`config.mk`:
```
export PLATFORM = sky130hd
export DESIGN_NAME = hbridge_drive_stage_flat
export DESIGN_NICKNAME = d
export VERILOG_FILES = /design/src/rtl/motor_pkg.sv /design/src/rtl/hbridge_drive_stage_if.sv /design/src/rtl/pwm_gen.sv /design/src/rtl/hbridge_drive_stage.sv /design/src/flat_wrapper.sv
export SDC_FILE = /design/constraint.sdc
export NUM_CORES = 1
export LEC_CHECK = 0
export ABC_AREA = 0
export CAP_MARGIN = 40
export CORE_UTILIZATION = 60
export DETAILED_ROUTE_END_ITERATION = 8
export DONT_BUFFER_PORTS = 1
export GPL_TIMING_DRIVEN = 0
export HOLD_SLACK_MARGIN = 0.15
export PLACE_DENSITY_LB_ADDON = 0.05
export SYNTH_ARGS = -nofsm -noshare
export SYNTH_HDL_FRONTEND = slang
export SYNTH_SLANG_ARGS = --single-unit
export TNS_END_PERCENT = 100
```
`constraint.sdc`:
```
create_clock -name clock -period 4.15 [get_ports clock]
set_clock_uncertainty 0.15 [all_clocks]
set_input_delay 0.6225 -clock clock [delete_from_list [all_inputs] [get_ports clock]]
set_output_delay 0.6225 -clock clock [all_outputs]
set_load 0.005 [all_outputs]
```
`src/rtl/motor_pkg.sv`:
```
// Shared motor-drive definitions: H-bridge direction codes, drive FSM states
// and the shoot-through guard applied to raw direction codes.
package motor_pkg;

  localparam logic [3:0] STOP  = 4'b0000;
  localparam logic [3:0] FWD   = 4'b1001;
  localparam logic [3:0] BACK  = 4'b0110;
  localparam logic [3:0] RIGHT = 4'b0101;
  localparam logic [3:0] LEFT  = 4'b1010;

  typedef enum logic [1:0] {
    IDLE  = 2'd0,
    DEAD  = 2'd1,
    DRIVE = 2'd2,
    FAULT = 2'd3
  } state_e;

  // A pair of 11 would short a bridge leg, so it collapses to 00 (coast).
  function automatic logic [3:0] guard_dir(input logic [3:0] d);
    logic [3:0] g;
    g[1:0] = (d[1:0] == 2'b11) ? 2'b00 : d[1:0];
    g[3:2] = (d[3:2] == 2'b11) ? 2'b00 : d[3:2];
    return g;
  endfunction

endpackage

```
`src/rtl/hbridge_drive_stage_if.sv`:
```
// Bundle between the direction controller / bridge comparators and the
// H-bridge drive stage.
interface hbridge_drive_stage_if #(
  parameter int PWM_BITS = 8
);
  logic [3:0]          dir_in;
  logic [PWM_BITS-1:0] duty;
  logic                compA;
  logic                compB;
  logic [3:0]          hb_in;
  logic                ena;
  logic                enb;
  logic                fault;
  logic                busy;

  modport master (
    output dir_in, duty, compA, compB,
    input  hb_in, ena, enb, fault, busy
  );

  modport slave (
    input  dir_in, duty, compA, compB,
    output hb_in, ena, enb, fault, busy
  );
endinterface

```
`src/rtl/pwm_gen.sv`:
```
// Free-running PWM counter with a single compare; one instance serves both
// bridge enables.
module pwm_gen #(
  parameter int PWM_BITS = 8
) (
  input  logic                clock,
  input  logic                reset,
  input  logic [PWM_BITS-1:0] cmp_duty,
  output logic                pwm_on
);

  logic [PWM_BITS-1:0] pwm_cnt_q, pwm_cnt_d;

  always_comb begin
    pwm_cnt_d = pwm_cnt_q + 1'b1;
  end

  always_ff @(posedge clock or posedge reset) begin
    if (reset) pwm_cnt_q <= '0;
    else       pwm_cnt_q <= pwm_cnt_d;
  end

  assign pwm_on = (pwm_cnt_q < cmp_duty);

endmodule

```
`src/rtl/hbridge_drive_stage.sv`:
```
// Dual H-bridge drive stage: dead-time between direction codes, soft-start
// duty ramp and a latched overcurrent shutdown with a clean-hold release.
module hbridge_drive_stage
  import motor_pkg::*;
#(
  parameter int PWM_BITS    = 8,
  parameter int DEAD_CYCLES = 1000,
  parameter int RAMP_DIV    = 256,
  parameter int FAULT_HOLD  = 10_000_000
) (
  input  logic                  clock,
  input  logic                  reset,
  hbridge_drive_stage_if.slave  bus
);

  localparam int DEAD_W = (DEAD_CYCLES > 1) ? $clog2(DEAD_CYCLES) : 1;
  localparam int RAMP_W = (RAMP_DIV    > 1) ? $clog2(RAMP_DIV)    : 1;
  localparam int HOLD_W = (FAULT_HOLD  > 1) ? $clog2(FAULT_HOLD)  : 1;

  localparam logic [DEAD_W-1:0] DEAD_LAST = DEAD_W'(DEAD_CYCLES - 1);
  localparam logic [RAMP_W-1:0] RAMP_LAST = RAMP_W'(RAMP_DIV - 1);
  localparam logic [HOLD_W-1:0] HOLD_LAST = HOLD_W'(FAULT_HOLD - 1);

  logic [3:0]          dir_r_q, dir_r_d;
  logic [1:0]          sync_a_q, sync_a_d;
  logic [1:0]          sync_b_q, sync_b_d;
  state_e              state_q, state_d;
  logic [DEAD_W-1:0]   dead_cnt_q, dead_cnt_d;
  logic [3:0]          dead_code_q, dead_code_d;
  logic [3:0]          applied_q, applied_d;
  logic [PWM_BITS-1:0] cur_duty_q, cur_duty_d;
  logic [RAMP_W-1:0]   ramp_cnt_q, ramp_cnt_d;
  logic [HOLD_W-1:0]   hold_cnt_q, hold_cnt_d;

  logic [3:0] dir_s;
  logic       flt;
  logic       pwm_on;

  assign dir_s = guard_dir(dir_r_q);
  assign flt   = !sync_a_q[1] | !sync_b_q[1];

  pwm_gen #(.PWM_BITS(PWM_BITS)) u_pwm (
    .clock    (clock),
    .reset    (reset),
    .cmp_duty (cur_duty_q),
    .pwm_on   (pwm_on)
  );

  always_comb begin
    dir_r_d     = bus.dir_in;
    sync_a_d    = {sync_a_q[0], bus.compA};
    sync_b_d    = {sync_b_q[0], bus.compB};
    state_d     = state_q;
    dead_cnt_d  = dead_cnt_q;
    dead_code_d = dead_code_q;
    applied_d   = applied_q;
    cur_duty_d  = cur_duty_q;
    ramp_cnt_d  = ramp_cnt_q;
    hold_cnt_d  = hold_cnt_q;

    if (flt) begin
      state_d    = FAULT;
      hold_cnt_d = '0;
    end else begin
      unique case (state_q)
        IDLE: begin
          if (dir_s != STOP) begin
            state_d     = DEAD;
            dead_cnt_d  = '0;
            dead_code_d = dir_s;
          end
        end
        DEAD: begin
          if (dir_s == STOP) begin
            state_d = IDLE;
          end else if (dir_s != dead_code_q) begin
            // A new target code must see a full dead interval of its own.
            dead_cnt_d  = '0;
            dead_code_d = dir_s;
          end else if (dead_cnt_q == DEAD_LAST) begin
            state_d    = DRIVE;
            applied_d  = dir_s;
            cur_duty_d = '0;
            ramp_cnt_d = '0;
          end else begin
            dead_cnt_d = dead_cnt_q + 1'b1;
          end
        end
        DRIVE: begin
          ramp_cnt_d = (ramp_cnt_q == RAMP_LAST) ? '0 : ramp_cnt_q + 1'b1;
          if (bus.duty < cur_duty_q)
            cur_duty_d = bus.duty;
          else if (ramp_cnt_q == RAMP_LAST && cur_duty_q < bus.duty)
            cur_duty_d = cur_duty_q + 1'b1;
          if (dir_s == STOP) begin
            state_d = IDLE;
          end else if (dir_s != applied_q) begin
            state_d     = DEAD;
            dead_cnt_d  = '0;
            dead_code_d = dir_s;
          end
        end
        FAULT: begin
          if (hold_cnt_q == HOLD_LAST) begin
            state_d    = IDLE;
            cur_duty_d = '0;
          end else begin
            hold_cnt_d = hold_cnt_q + 1'b1;
          end
        end
        default: state_d = IDLE;
      endcase
    end
  end

  // Outputs decode straight from registered state so async reset clears them at once.
  always_comb begin
    bus.hb_in = 4'b0000;
    bus.ena   = 1'b0;
    bus.enb   = 1'b0;
    bus.fault = 1'b0;
    bus.busy  = 1'b0;
    unique case (state_q)
      DEAD:  bus.busy = 1'b1;
      DRIVE: begin
        bus.hb_in = applied_q;
        bus.ena   = pwm_on && (applied_q[1:0] != 2'b00);
        bus.enb   = pwm_on && (applied_q[3:2] != 2'b00);
      end
      FAULT: bus.fault = 1'b1;
      default: ;
    endcase
  end

  always_ff @(posedge clock or posedge reset) begin
    if (reset) begin
      dir_r_q     <= 4'b0000;
      sync_a_q    <= 2'b11;
      sync_b_q    <= 2'b11;
      state_q     <= IDLE;
      dead_cnt_q  <= '0;
      dead_code_q <= 4'b0000;
      applied_q   <= 4'b0000;
      cur_duty_q  <= '0;
      ramp_cnt_q  <= '0;
      hold_cnt_q  <= '0;
    end else begin
      dir_r_q     <= dir_r_d;
      sync_a_q    <= sync_a_d;
      sync_b_q    <= sync_b_d;
      state_q     <= state_d;
      dead_cnt_q  <= dead_cnt_d;
      dead_code_q <= dead_code_d;
      applied_q   <= applied_d;
      cur_duty_q  <= cur_duty_d;
      ramp_cnt_q  <= ramp_cnt_d;
      hold_cnt_q  <= hold_cnt_d;
    end
  end

endmodule

```
`src/flat_wrapper.sv`:
```
// flat-port wrapper written by rule: the top's interface ports become plain ports
module hbridge_drive_stage_flat import motor_pkg::*;
#(
  parameter int PWM_BITS    = 8,
  parameter int DEAD_CYCLES = 1000,
  parameter int RAMP_DIV    = 256,
  parameter int FAULT_HOLD  = 10_000_000
)
  (clock, reset, bus_dir_in, bus_duty, bus_compA, bus_compB, bus_hb_in, bus_ena, bus_enb, bus_fault, bus_busy);
  hbridge_drive_stage_if #(.PWM_BITS(PWM_BITS)) bus_i ();
  input  logic clock;
  input  logic reset;
  input wire logic [$bits(bus_i.dir_in)-1:0] bus_dir_in;
  input wire logic [$bits(bus_i.duty)-1:0] bus_duty;
  input wire logic [$bits(bus_i.compA)-1:0] bus_compA;
  input wire logic [$bits(bus_i.compB)-1:0] bus_compB;
  output wire logic [$bits(bus_i.hb_in)-1:0] bus_hb_in;
  output wire logic [$bits(bus_i.ena)-1:0] bus_ena;
  output wire logic [$bits(bus_i.enb)-1:0] bus_enb;
  output wire logic [$bits(bus_i.fault)-1:0] bus_fault;
  output wire logic [$bits(bus_i.busy)-1:0] bus_busy;
  assign bus_i.dir_in = bus_dir_in;
  assign bus_i.duty = bus_duty;
  assign bus_i.compA = bus_compA;
  assign bus_i.compB = bus_compB;
  assign bus_hb_in = bus_i.hb_in;
  assign bus_ena = bus_i.ena;
  assign bus_enb = bus_i.enb;
  assign bus_fault = bus_i.fault;
  assign bus_busy = bus_i.busy;
  hbridge_drive_stage #(.PWM_BITS(PWM_BITS), .DEAD_CYCLES(DEAD_CYCLES), .RAMP_DIV(RAMP_DIV), .FAULT_HOLD(FAULT_HOLD)) u_core (.clock(clock), .reset(reset), .bus(bus_i));
endmodule
```
## Word-level counts from Yosys, hierarchy flattened

Index checks and enable logic that the tools add are counted.

- $add $sub $neg: 5
- Order comparisons: 3
- Eq/ne operators: 26
- Mux-type cells: 41
- Bitwise logic cells: 4
- Reduce and logical (&&, ||, !) cells: 21

Operators by type and width:

| operator | count |
|---|---|
| two-way mux 24 bit | 3 |
| two-way mux 10 bit | 6 |
| two-way mux 8 bit | 7 |
| one-hot mux 10 bit (3 select lines) | 1 |
| adder 24 x 1 -> 24 bit (second input constant) | 1 |
| adder 8 x 1 -> 8 bit (second input constant) | 3 |
| equality test 24 bit (second input constant) | 1 |
| < comparator 8 bit | 3 |
| two-way mux 4 bit | 6 |
| one-hot mux 8 bit (3 select lines) | 1 |
| AND reduction 7 bit | 3 |
| two-way mux 2 bit | 10 |
| one-hot mux 8 bit (2 select lines) | 1 |
| AND reduction 5 bit | 3 |
| != test 2 x 1 -> 1 bit (second input constant) | 6 |
| one-hot mux 4 bit (3 select lines) | 1 |
| adder 10 x 1 -> 10 bit (second input constant) | 1 |
| equality test 10 bit (second input constant) | 1 |
| != test 3 x 1 -> 1 bit (second input constant) | 3 |
| equality test 2 bit (second input constant) | 4 |
| equality test 8 bit (second input constant) | 1 |
| != test 4 x 1 -> 1 bit (second input constant) | 2 |
| != test 4 bit | 2 |
| one-hot mux 2 bit (4 select lines) | 1 |
| 15 further kinds | 29 |

- Bits in registers: 76
- Input port bits: 16
- Output and inout bits: 8
- Logic and storage cells: 111

## Depth between registers and ports, before layout

- Word-level depth: 7
- Mapped depth: 10
- Depth with buffers taken out: 8

## Hierarchy

Synthesis repeated with hierarchy kept, for this count alone.

- Cell total of the unflattened synthesis: 447
- Area total of the unflattened synthesis: 4,342.9 um2

Modules (own cells, without submodules):

| module | instances | cells each | area an instance (um2) | sequential area each (um2) |
|---|---|---|---|---|
| hbridge_drive_stage | 1 | 396 | 3,843.7 | 1,706.6 |
| pwm_gen | 1 | 51 | 499.2 | 200.2 |

## Worst setup path after synthesis

Ideal clock, no wire load.

- Kind: reg2reg
- Start point: register u_core.hold_cnt_q[13]
- End point: register u_core.cur_duty_q[2]
- Setup time: 0.101 ns
- Arrival: 2.814 ns
- Data required time: 3.899 ns
- Slack: 1.085 ns
- Stages on the path, launching flop included: 9
- Buffers on the path: 2
- Clock period less this slack: 3.065 ns
- Cells stage by stage: dfrtp_1 or4b_1 or4_4 o31a_1 or3_1 buf_6 or2_0 buf_6 o32ai_1

- Word-level cells in the longest chain between the ends: 3

RTL lines:

| what | RTL line | source |
|---|---|---|
| start, declared | hbridge_drive_stage.sv:33 | `logic [HOLD_W-1:0] hold_cnt_q, hold_cnt_d;` |
| start signal, assigned | hbridge_drive_stage.sv:157 | `hold_cnt_q <= hold_cnt_d;` |
| equality test 24 bit | hbridge_drive_stage.sv:104 | `if (hold_cnt_q == HOLD_LAST) begin` |
| != test 2 x 1 -> 1 bit (no source line) | -- |  |
| AND reduction 7 bit (no source line) | -- |  |
| end signal, assigned | hbridge_drive_stage.sv:155 | `cur_duty_q <= cur_duty_d;` |
| end, declared | hbridge_drive_stage.sv:31 | `logic [PWM_BITS-1:0] cur_duty_q, cur_duty_d;` |

Every way passes these cells.
A chain may end at the register's enable or synchronous reset.

## Worst setup path after layout

- Start point: register u_core.hold_cnt_q[13]
- End point: register u_core.hold_cnt_q[15]

- Word-level cells in the longest chain between the ends: 4
- Elaborated cells on any way between the ends: 7
- Classes of those cells: add/sub: 1; eq/ne: 2; mux: 3; reduce/logical: 1

RTL lines:

| what | RTL line | source |
|---|---|---|
| adder 24 x 1 -> 24 bit | hbridge_drive_stage.sv:108 | `hold_cnt_d = hold_cnt_q + 1'b1;` |
| two-way mux 24 bit | hbridge_drive_stage.sv:104 |  |
| two-way mux 24 bit | hbridge_drive_stage.sv:65 | `unique case (state_q)` |
| two-way mux 24 bit | hbridge_drive_stage.sv:61 | `if (flt) begin` |

Several ways; a longest one is shown, not always the timed one. The select of a mux whose other input is x is not followed.

==> summary.txt <==
Outcome
  – Status: finished clean

Worst hold path
  – Hold Crit Class: reg2reg

CTS
  – Clock Path Buffers: 2
  – Clk_lat worst skew: 350 ps
  – Clock Tree Root: clkbuf_8
  – TritonCTS clock tree: done
  – CTS sink count: 76
  – TritonCTS Buffers: 9
  – H-tree levels: 3
  – Clock transition at path regs: 70 ps

Setup path
  – Max incr delay on CP: 560 ps
  – Worst Setup End Kind: register
  – CP Launch Point: u_core.hold_cnt_q[13]$_DFFE_PP0P_
  – Worst-path fanout max: 10
  – WP buf/inv: 2
  – Reg2Reg Depth: 8
  – Register-to-register setup slack: between 800 and 900 ps
  – Slowest cell on crit path: or4_4
  – Crit-path leading delay family: simple AND/OR/NAND/NOR gates
  – Worst EP arrival: 3380 ps
  – Critical Path, Cell by Cell: or4b_1, or4_4, o311ai_0, buf_1, clkbuf_1, nor3_1, xnor2_1, nor2_1
  – Crit path capture: u_core.hold_cnt_q[15]$_DFFE_PP0P_
  – Crit path required time: 4210 ps
  – Reg2reg start: u_core.hold_cnt_q[13]$_DFFE_PP0P_
  – Stages on the worst setup path: 8
  – Crit path kind: reg2reg
  – Reg2Reg Capture Point: u_core.hold_cnt_q[15]$_DFFE_PP0P_
  – CP startpoint kind: register

Yosys
  – Mapped Cells: 444
  – Asr flop ratio synth: 100.0%
  – Primary FF master, synth: dfrtp_1
  – Number of synthesized flops with an enable pin: 0
  – Post-synthesis net count: 490
  – Seq cells post-synth: 76
  – Seq/Total Area, Yosys: ~44%
  – Syn Area/Cell: 9.750 sq um
  – Yosys cell types: 53
  – Mapped Area: 0.004329 sq mm
  – Ys Warns: 0

Finish
  – Final nets: 511
  – Fin cells: 566
  – Register Area: around 0.0019 sq mm
  – Final core occ: 68.85%
  – Most common cell after layout, fill and taps aside: dfrtp_1
  – Most frequent cells in the layout: dfrtp_1 (72), nor2_1 (37), ha_1 (30)
  – Layout cells sized above 1: 7.660%
  – # diodes: 0
  – Fillers: 559
  – Area of the multi-input gates: 0.002261 sq mm
  – Area Growth Syn to Fin: 9.249%

Global routing
  – Tot GR Track Use: 24.70%
  – First-pass GRT wire length: 14.49 mm
  – Largest net degree at the start of global routing: between 40 and 50
  – Met2 GRT Util: 38.65%
  – GRT Residual Overflow: 0
  – Met3 usage: 5.972%
  – Initial antenna violation count: 0
  – Vias in the first global route: 3170
  – Grt peak-use layer: met2
  – Met1 usage: 33.33%

Timing
  – Final Setup Violations: 0
  – Clock period minus worst slack: 3316 ps
  – Setup TNS: 0 ps
  – Fin worst setup slack: 833.8 ps
  – Final Hold Fails: 0
  – RSZ-0062 raised after global routing: false
  – Max Freq: 301.5 MHz
  – Final worst path period share: 79.91%
  – Pins Over Slew Limit: 0
  – Worst slew margin: 38.11%
  – Final Hold Slack: ~210 ps
  – Worst Tran Pin Value: a little over 900 ps

Floorplanning
  – Die H: 86.94 microns
  – # rows: 30
  – Core area: 0.006869 sq mm
  – Die area: approximately 0.0076 sq mm
  – Initial Util: 63.02%
  – Die X: between 80 and 90 microns
  – I/O pins: 24

Placement
  – Placed insts: 543
  – Routability cong.: 0.8734
  – DP Wirelength: 6.138 mm
  – Buffers on Ports: 0
  – Setup WS pre-CTS: around 850 ps

Detailed routing
  – Routed Antenna Nets: 0
  – Drt wl/cell: 15.03 microns
  – Total Wirelength: 8.506 mm
  – First-pass iteration count of the detailed router: 4
  – DR iter-0 viols: ~140
  – Remaining DRCs: 0
  – Vias per cell: approximately 6
  – Via Count: 3381

Power
  – VDD IR max: about 0.00018 V
  – Pleak: 2.052 nW
  – Power Density: 287.5 mW/mm^2

Job
  – Max-cap violations: 0
synthesized netlist by cell type (11+ instances only):
library cell / count / share of area, %
clkbuf_1: 11 / 0.95
inv_1: 26 / 2.3
ha_1: 30 / 8.7
nor3_1: 14 / 1.6
nor2_1: 37 / 3.2
nand2_1: 27 / 2.3
nand3_1: 19 / 2.2
xnor2_1: 21 / 4.2
a21oi_1: 18 / 2.1
xor2_1: 14 / 2.8
o21ai_0: 25 / 2.9
dfrtp_1: 72 / 42
what timing repair did:
item	CTS	global route
hold buffers	7	0
setup buffers	0	0
endpoints found under the hold margin	33	0
gates resized for setup	0	0
setup endpoints to repair	0	0
per-stage QoR:
| stage | power (mW) | instance area, sq um |
|---|---|---|
| CTS | 1.373 | 4730 |
| finish | 1.360 | 4730 |
| global placement | 0.8560 | 4449 |
| detailed placement | 0.8623 | 4487 |
| global route | 1.417 | 4730 |
| floorplan | 0.8374 | 4329 |
where the power goes:
| group | total, mW | switching, mW | internal [mW] |
|---|---|---|---|
| registers | 0.758 | 0.00707 | 0.751 |
| clock network | 0.507 | 0.258 | 0.249 |
| logic | 0.0950 | 0.0595 | 0.0355 |
sequential cells by signal (all words and copies together) (netlist names):
signal / count
u_core.ramp_cnt_q: 8
u_core.u_pwm.pwm_cnt_q: 8
u_core.dead_code_q: 4
u_core.dir_r_q: 4
u_core.state_q: 2
u_core.hold_cnt_q: 24
u_core.cur_duty_q: 8
u_core.applied_q: 4
u_core.dead_cnt_q: 10
u_core.sync_b_q: 2
u_core.sync_a_q: 2
final cells by class:
type / instances / share of cell area, %
Multi-Input combinational cell: 329 / 47.80
Clock inverter: 2 / 0.2116
Timing Repair Buffer: 10 / 2.222
Sequential cell: 76 / 40.32
Inverter: 26 / 2.116
Clock buffer: 14 / 3.439
Tap cell: 96 / 2.540
Buffer: 13 / 1.349
layer usage:
layer,vias up,wire (microns)
met4,0,140
met1,1633,3937
met3,15,432
li1,1638,-
met5,-,0
met2,95,3996
how the worst min path moves through the flow:
stage | start | end | cells past startpoint
floorplan | u_core.sync_a_q[0]$_DFF_PP1_ | u_core.sync_a_q[1]$_DFF_PP1_ | 0
global placement | u_core.sync_a_q[0]$_DFF_PP1_ | u_core.sync_a_q[1]$_DFF_PP1_ | 0
detailed placement | u_core.sync_b_q[0]$_DFF_PP1_ | u_core.sync_b_q[1]$_DFF_PP1_ | 0
CTS | u_core.sync_b_q[0]$_DFF_PP1_ | u_core.sync_b_q[1]$_DFF_PP1_ | 0
global route | u_core.sync_b_q[0]$_DFF_PP1_ | u_core.sync_b_q[1]$_DFF_PP1_ | 0
finish | u_core.sync_b_q[0]$_DFF_PP1_ | u_core.sync_b_q[1]$_DFF_PP1_ | 0
kinds of logic after synthesis:
logic type	share of synthesized area (%)
multiplexers	3.931
buffers and inverters	3.728
adder cells (fa/ha/maj)	8.671
AO/OA/AOI/OAI	11.99
XOR/XNOR	7.081
flip-flops	44.05
AND/OR/NAND/NOR	20.55
(Power assumes the default switching activity.)
